==> config.mk <==
export PLATFORM = sky130hd
export DESIGN_NAME = coffee_sensor_monitor
export DESIGN_NICKNAME = d
export VERILOG_FILES = /design/src/rtl/coffee_pkg.sv /design/src/rtl/coffee_sensor_monitor_prio_enc.sv /design/src/rtl/coffee_sensor_monitor.sv
export SDC_FILE = /design/constraint.sdc
export NUM_CORES = 1
export LEC_CHECK = 0
export BUFFER_PORTS_ARGS = -buffer_cell sky130_fd_sc_hd__buf_2
export CORE_MARGIN = 5
export CORE_UTILIZATION = 40
export DETAILED_ROUTE_END_ITERATION = 10
export GPL_TIMING_DRIVEN = 0
export PLACE_DENSITY = 0.73
export SETUP_SLACK_MARGIN = 0.2
export SLEW_MARGIN = 15
export SYNTH_ARGS = -nofsm -noshare
export SYNTH_HDL_FRONTEND = slang
export SYNTH_SLANG_ARGS = --single-unit
==> constraint.sdc <==
create_clock -name CLK -period 2 [get_ports CLK]
set_input_delay 0.4 -clock CLK [delete_from_list [all_inputs] [get_ports CLK]]
set_output_delay 0.4 -clock CLK [all_outputs]
set_load 0.05 [all_outputs]
==> src/rtl/coffee_pkg.sv <==
// rtl/coffee_pkg.sv - shared types and constants for the coffee sensor monitor
// Contents:
//   state_t          monitor state encoding
//   S_WATER..S_CUP   conventional sensor line indices (0 = highest priority)
//   idx_width()      fault index width for a given sensor count (min 1)
package coffee_pkg;

    typedef enum logic [2:0] {
        ST_IDLE     = 3'd0,
        ST_ANALYZE  = 3'd1,
        ST_WAIT_FIX = 3'd2,
        ST_OK       = 3'd3,
        ST_FAIL     = 3'd4
    } state_t;

    localparam int S_WATER   = 0;
    localparam int S_CAPSULE = 1;
    localparam int S_CUP     = 2;

    function automatic int idx_width(input int n);
        return (n > 1) ? $clog2(n) : 1;
    endfunction

endpackage

==> src/rtl/coffee_sensor_monitor_prio_enc.sv <==
// rtl/coffee_sensor_monitor_prio_enc.sv - lowest-set-bit priority encoder
// Ports:
//   vec  in   N  request lines, bit 0 = highest priority
//   idx  out  W  index of the lowest set bit (0 when none set)
//   any  out  1  at least one bit set
module prio_enc #(
    parameter int N = 3,
    parameter int W = 2
) (
    input  logic [N-1:0] vec,
    output logic [W-1:0] idx,
    output logic         any
);

    // Scan from the top down so the lowest set bit is the last to write idx.
    always_comb begin
        idx = '0;
        for (int i = N - 1; i >= 0; i--) begin
            if (vec[i]) idx = W'(i);
        end
    end

    assign any = |vec;

endmodule

==> src/rtl/coffee_sensor_monitor.sv <==
// rtl/coffee_sensor_monitor.sv - pre-brew sensor check with timeout escalation
// Ports:
//   CLK        in   1       rising-edge clock
//   RST_N      in   1       asynchronous active-low reset
//   START      in   1       request a check (IDLE only)
//   CLR        in   1       leave FAIL; zero ERR_CNT in any state
//   SENS       in   N_SENS  fault lines, index 0 = highest priority
//   READY      out  1       all sensors clear, check passed
//   BUSY       out  1       check in progress
//   FAULT      out  1       a fault is being reported
//   FAULT_IDX  out  IDX_W   reported sensor index, 0 when FAULT=0
//   SENS_FAIL  out  1       latched sensor failure
//   ERR_CNT    out  CNT_W   saturating count of fault-window entries
module coffee_sensor_monitor
    import coffee_pkg::*;
#(
    parameter int N_SENS      = 3,
    parameter int TIMEOUT_CYC = 1024,
    parameter int CNT_W       = 8,
    parameter int IDX_W       = idx_width(N_SENS)
) (
    input  logic              CLK,
    input  logic              RST_N,
    input  logic              START,
    input  logic              CLR,
    input  logic [N_SENS-1:0] SENS,
    output logic              READY,
    output logic              BUSY,
    output logic              FAULT,
    output logic [IDX_W-1:0]  FAULT_IDX,
    output logic              SENS_FAIL,
    output logic [CNT_W-1:0]  ERR_CNT
);

    localparam int               TMR_W    = $clog2(TIMEOUT_CYC);
    localparam logic [TMR_W-1:0] TMR_LOAD = TMR_W'(TIMEOUT_CYC - 1);
    localparam logic [CNT_W-1:0] CNT_MAX  = '1;

    state_t             state_q, state_d;
    logic [IDX_W-1:0]   idx_q, idx_d;
    logic [TMR_W-1:0]   tmr_q, tmr_d;
    logic [CNT_W-1:0]   cnt_q, cnt_d;
    logic [IDX_W-1:0]   enc_idx;
    logic               enc_any;
    logic               fault_entry;

    prio_enc #(
        .N (N_SENS),
        .W (IDX_W)
    ) u_prio_enc (
        .vec (SENS),
        .idx (enc_idx),
        .any (enc_any)
    );

    always_ff @(posedge CLK or negedge RST_N) begin
        if (!RST_N) begin
            state_q <= ST_IDLE;
            idx_q   <= IDX_W'(S_WATER);
            tmr_q   <= '0;
            cnt_q   <= '0;
        end else begin
            state_q <= state_d;
            idx_q   <= idx_d;
            tmr_q   <= tmr_d;
            cnt_q   <= cnt_d;
        end
    end

    always_comb begin
        state_d     = state_q;
        idx_d       = idx_q;
        tmr_d       = tmr_q;
        fault_entry = 1'b0;

        case (state_q)
            ST_IDLE: begin
                if (START) state_d = ST_ANALYZE;
            end
            // OK behaves like a continuous re-analysis: any new fault opens a window.
            ST_ANALYZE, ST_OK: begin
                if (enc_any) begin
                    state_d     = ST_WAIT_FIX;
                    idx_d       = enc_idx;
                    tmr_d       = TMR_LOAD;
                    fault_entry = 1'b1;
                end else begin
                    state_d = ST_OK;
                end
            end
            // Only the reported sensor is watched; a higher-priority line that
            // appears meanwhile is picked up once the current one clears.
            ST_WAIT_FIX: begin
                if (SENS[idx_q]) begin
                    if (tmr_q == '0) state_d = ST_FAIL;
                    else             tmr_d   = tmr_q - 1'b1;
                end else if (enc_any) begin
                    idx_d       = enc_idx;
                    tmr_d       = TMR_LOAD;
                    fault_entry = 1'b1;
                end else begin
                    state_d = ST_OK;
                end
            end
            ST_FAIL: begin
                if (CLR) state_d = ST_IDLE;
            end
            default: state_d = ST_IDLE;
        endcase

        // Clear takes precedence over a same-cycle increment.
        if (CLR)                                cnt_d = '0;
        else if (fault_entry && cnt_q != CNT_MAX) cnt_d = cnt_q + 1'b1;
        else                                    cnt_d = cnt_q;
    end

    assign READY     = (state_q == ST_OK);
    assign BUSY      = (state_q == ST_ANALYZE) || (state_q == ST_WAIT_FIX);
    assign FAULT     = (state_q == ST_WAIT_FIX) || (state_q == ST_FAIL);
    assign FAULT_IDX = FAULT ? idx_q : '0;
    assign SENS_FAIL = (state_q == ST_FAIL);
    assign ERR_CNT   = cnt_q;

endmodule
Word level (Yosys, flattened, before mapping). Index checks and enable logic that the tools add are counted.

Input bits: 7. Logic and storage cells: 55. Register bits after elaboration: 23. Output and inout bits: 14.

Magnitude comparators: 1. Reductions and logical operators: 12. Mux-type cells: 25. Eq/ne operators: 11. Add/sub/neg operators: 2.

Operators by type and width (number): $mux 10 (3); $pmux 10 s2 (1); $mux 8 (2); $mux 3 (5); $mux 2 (6); $pmux 3 s4 (1); $logic_not 10->1 (1); $sub 10x1->10 const B (1); $ne 3x3->1 const B (3); $add 8x1->8 const B (1); $ne 8x8->1 const B (1); $eq 3x2->1 const B (2); $ne 2x2->1 const B (3); $mux 1 (4); $pmux 2 s2 (1); $reduce_and 2->1 (2); $reduce_and 4->1 (1); $reduce_bool 2->1 (2); $eq 3x1->1 const B (1); $eq 3x3->1 const B (1); $logic_not 3->1 (1); $lt 2x3->1 const B (1); $reduce_or 3->1 (1); $bmux 1 s2 (1); other kinds (4) (5).

Longest topological paths before layout.
Word-level depth: 7. Depth in mapped cells: 7. Gate-level depth less buffers: 7.

By module. Synthesis repeated with hierarchy kept, for this count alone.

Cells, all modules: 142. Area, all modules: 1377.6 µm².

By module, submodules not included: coffee_sensor_monitor (cells each 139, area an instance 1357.6 µm², instances 1, seq. area each 575.6 µm²); prio_enc (cells each 3, area an instance 20.0 µm², instances 1, seq. area each 0.0 µm²).

Worst setup path before layout. OpenSTA, ideal clock, no wires.

Path kind: reg2out. From: reg state_q[2]. To: out FAULT_IDX[1]. Path slack: -318 ps. Buffers on the path: 1. Cell stages (with the launch flop): 5. Data arrival time: 1918 ps. Path through: dfrtp_1 > clkbuf_1 > xnor2_1 > nor2_1 > and2_1.

Longest elaborated chain between the ends: 3.

RTL lines: start, declared (RTL line coffee_sensor_monitor.sv:39) `state_t state_q, state_d;`; start signal, assigned (RTL line coffee_sensor_monitor.sv:63) `state_q <= state_d;`; $eq 3x2->1 / $eq 3x3->1 (equally long branches) (RTL line coffee_sensor_monitor.sv:119) `assign FAULT = (state_q == ST_WAIT_FIX) || (state_q == ST_FAIL);`; $logic_or 1x1->1 * (RTL line coffee_sensor_monitor.sv:119); via FAULT (RTL line coffee_sensor_monitor.sv:29) `output logic FAULT,`; $mux 2 * (RTL line coffee_sensor_monitor.sv:120) `assign FAULT_IDX = FAULT ? idx_q : '0;`; end, declared (RTL line coffee_sensor_monitor.sv:30) `output logic [IDX_W-1:0] FAULT_IDX,`.

Mark *: on every way through the listed nets, which the timed path passes. The rest lies on a longest branch.

Worst setup path in the final report.
From: reg tmr_q[0]. To: reg tmr_q[9].

Longest elaborated chain between the ends: 4.

RTL lines: start, declared (RTL line coffee_sensor_monitor.sv:41) `logic [TMR_W-1:0] tmr_q, tmr_d;`; start signal, assigned (RTL line coffee_sensor_monitor.sv:65) `tmr_q <= tmr_d;`; $sub 10x1->10 (RTL line coffee_sensor_monitor.sv:96) `else tmr_d = tmr_q - 1'b1;`; $mux 10 (RTL line coffee_sensor_monitor.sv:95) `if (tmr_q == '0) state_d = ST_FAIL;`; $mux 10 (RTL line coffee_sensor_monitor.sv:94) `if (SENS[idx_q]) begin`; $pmux 10 s2 (RTL line coffee_sensor_monitor.sv:76) `case (state_q)`.

Several ways; a longest one is shown, not always the timed one. The select of a mux whose other input is x is not followed. A chain may end at the register's enable or synchronous reset.

==> results_dict.tcl <==
set metrics [dict create \
    status "complete, but fails checks" \
    failed_checks "setup timing" \
    htreeDepth 1 \
    synthCells 148 \
    fmax_mhz 496 \
    setup-tns-final_ps -15.7 \
    synth_warnings 0 \
    wl_um 4030 \
    final_area_um2 1980 \
    syn-num-nets 157 \
    p_int_w 0.00105 \
    antenna_found_initial 0 \
    critPathMaxFanout 5 \
    fin_ws_ps -15.7 \
    cts_sinks 23 \
    core_um2 3280 \
    drt-pass1-iter-count 4 \
    cts_buffer_depth 2 \
    layout.nets 203 \
    syn-cell-area_um2 1340 \
    maxSlewViolCount 0 \
    r2r_end "tmr_q[9]" \
    drtAntennaViolNets 0 \
    start_kind "register" \
    skew_ps 5.71 \
    grt_pass1_vias 1263 \
    synthTopCellsByCount "23 x dfrtp_1, 15 x a21oi_1, 11 x nor2_1" \
    die-area_um2 4620 \
    max-vdd-ir-drop_uv 349 \
    crit_start "tmr_q[0]" \
    async_flop_share 1.00 \
    drc 0 \
    track_usage 0.167 \
    timing.hold.ws_ps 25.8 \
    relSlewSlack 0.574 \
    synth.top_cell.area_share 0.429 \
    grt_max_degree 24 \
    finalCritPeriodShare 1.01 \
    pwr-share-seq 0.326 \
    gp_congestion 0.857 \
    vias_per_cell 5.86 \
    cts_buffers 3 \
    synth-main-ff-cell "dfrtp_1" \
    hold_buffers 0 \
    rsz0062_at_grt "true" \
    cellLeakagePower_nw 0.822 \
    instances_no_fill 239 \
    placed_area_um2 1540 \
    antennaDiodeCount 0 \
    critPathArrivalTime_ps 2240 \
    reg2regPathDepth 5 \
    synth_top_area_cell "dfrtp_1" \
    start_util 0.409 \
    dr_total_vias 1401 \
    netlist_top_cells_area "dfrtp_1 43%, a21oi_1 5.6%, nor2_1 3.1%" \
    netSwitchingFraction 0.451 \
    synth-edff-count 0 \
    worst_slew_pin_slew_ps 636 \
    gr-total-overflow 0 \
    period_minus_slack_ps 2020 \
    drt_iter0_drc 156 \
    drive_gt1_frac 0.503 \
    r2r-start "tmr_q[0]" \
    regToRegSetupSlack_ps -20 \
    switching_power_w 0.000860 \
    synth.most_common_cell "dfrtp_1" \
    areaGrowthSynthToFinish_pct 47.4 \
    hold_viol 0 \
    clkLatencyLatePin_ps 330 \
    wl_per_cell_um 16.9 \
    setup_violations 1 \
    crit_path_end "tmr_q[9]" \
    path_class "register to register" \
    syn_avg_cell_area_um2 9.07 \
    placed_cells 213 \
    ys_seq_area_frac 0.429 \
    io_buffers 19 \
    fill_cells 265 \
    worstSetupEndpointType "register" \
    ys_seq_elements 23 \
    combPwrFrac 0.553 \
    cts_tree "yes" \
    maxCapViolations 0 \
    hold_path.class "input pin to asynchronous set/reset pin" \
    die_y_um 67.9 \
    hpwl_um 2280 \
    netlist-cell-type-count 42 \
    die_w_um 67.9 \
    pwr_density_cell_nw_per_um2 964 \
    grt_pass1_wl_um 5830 \
    worstPathRequired_ps 2230 \
    ioPinCount 21 \
    cts.clk_slew.worst_paths_ps 130 \
    cts_root_buf "clkbuf_4" \
    num_rows 21 \
    fin_util 0.603 \
    clkPwrFrac 0.121 \
]
-- placed cells by master, fill, tap and decap left out, types with 2 or more instances in the layout --
cell | netlist | routed
o31ai_1 | 4 | 3
nor2_1 | 11 | 8
inv_2 | 0 | 2
or4_1 | 5 | 2
xnor2_1 | 3 | 2
o21ai_0 | 6 | 4
o21ai_2 | 0 | 3
o21ai_1 | 4 | 3
nand4_1 | 3 | 3
or4_4 | 1 | 4
dfrtp_1 | 23 | 13
and2_1 | 4 | 3
or3_1 | 4 | 3
buf_6 | 0 | 8
nand2_1 | 9 | 7
ha_4 | 0 | 2
buf_4 | 0 | 22
clkbuf_4 | 0 | 3
nor3_4 | 0 | 2
nand2b_1 | 2 | 2
nand3_1 | 6 | 4
nor2b_1 | 2 | 2
nor3_2 | 1 | 2
buf_2 | 1 | 13
o2bb2ai_1 | 2 | 2
dfrtp_2 | 0 | 10
inv_1 | 7 | 5
mux2i_1 | 3 | 3
a21oi_2 | 0 | 6
nor3b_1 | 3 | 2
and3_1 | 3 | 2
nor4_4 | 1 | 2
nand2_2 | 0 | 2
a21oi_1 | 15 | 9
nor2_4 | 0 | 2
-- metrics by stage --
step	total power, W	worst slack [ps]
5_1_grt	0.00200	-21.3
6_report	0.00191	-15.7
4_1_cts	0.00168	100
2_1_floorplan	0.00118	-94.0
3_5_place_dp	0.00135	-20.0
3_3_place_gp	0.00132	23.5
-- area by class of cell --
class | instances | area [um2] | area share
buffer | 5 | 45.0 | 0.0228
clock buffer | 4 | 26.3 | 0.0133
inverter | 7 | 26.3 | 0.0133
multi-input combinational | 113 | 938 | 0.474
sequential | 23 | 588 | 0.297
tap | 46 | 57.6 | 0.0291
timing repair buffer | 41 | 298 | 0.150
-- cells by family after synthesis --
group	synth area share
buf+inv	0.0345
compound gates	0.191
flops	0.429
mux	0.0224
fa+ha+maj	0.0186
simple gates	0.279
xor+xnor	0.0261
-- power by group through the flow --
stage / clock network (W) / logic, W / registers, W
global placement: 0 / 0.000700 / 0.000621
global route: 0.000246 / 0.00112 / 0.000629
detailed placement: 0 / 0.000719 / 0.000626
floorplan: 0 / 0.000512 / 0.000665
finish: 0.000231 / 0.00106 / 0.000621
CTS: 0.000229 / 0.000825 / 0.000628
-- how the worst min path moves through the flow --
stage               startpoint         end  slack [ps]  cells past startpoint
finish                   RST_N    tmr_q[8]          30                      1
global route             RST_N    tmr_q[7]          80                      1
CTS                      RST_N    tmr_q[8]          60                      1
detailed placement       RST_N    tmr_q[8]         410                      1
global placement         RST_N    tmr_q[7]         400                      1
floorplan                RST_N  ERR_CNT[0]         100                      0
-- per-layer routing --
layer	global-route usage	vias to the layer above	wire length, um	part of all wire
met2	0.284	44	2010	0.50
met5	0	-	0	0
met1	0.210	701	1730	0.43
li1	-	645	-	-
met3	0.0148	11	153	0.038
met4	0.0844	0	136	0.034
-- worst max-delay path, cell delays in order, from the launching register on --
cell      delay, ps
dfrtp_2         470
or4_4           530
or3_4           340
and4bb_1        320
nand3_1         110
o211a_1         140
-- flip-flops by register name (all words and copies together) (netlist names) --
name and cells:
state_q 3, ERR_CNT 8, idx_q 2, tmr_q 10
-- timing repair --
item	CTS	global route
gates cloned	0	1
pin swaps	11	19
gates resized for setup	31	40
buffers inserted	10	11
endpoints found under the setup margin	19	23
No activity file was read; power rests on OpenSTA's default activity.
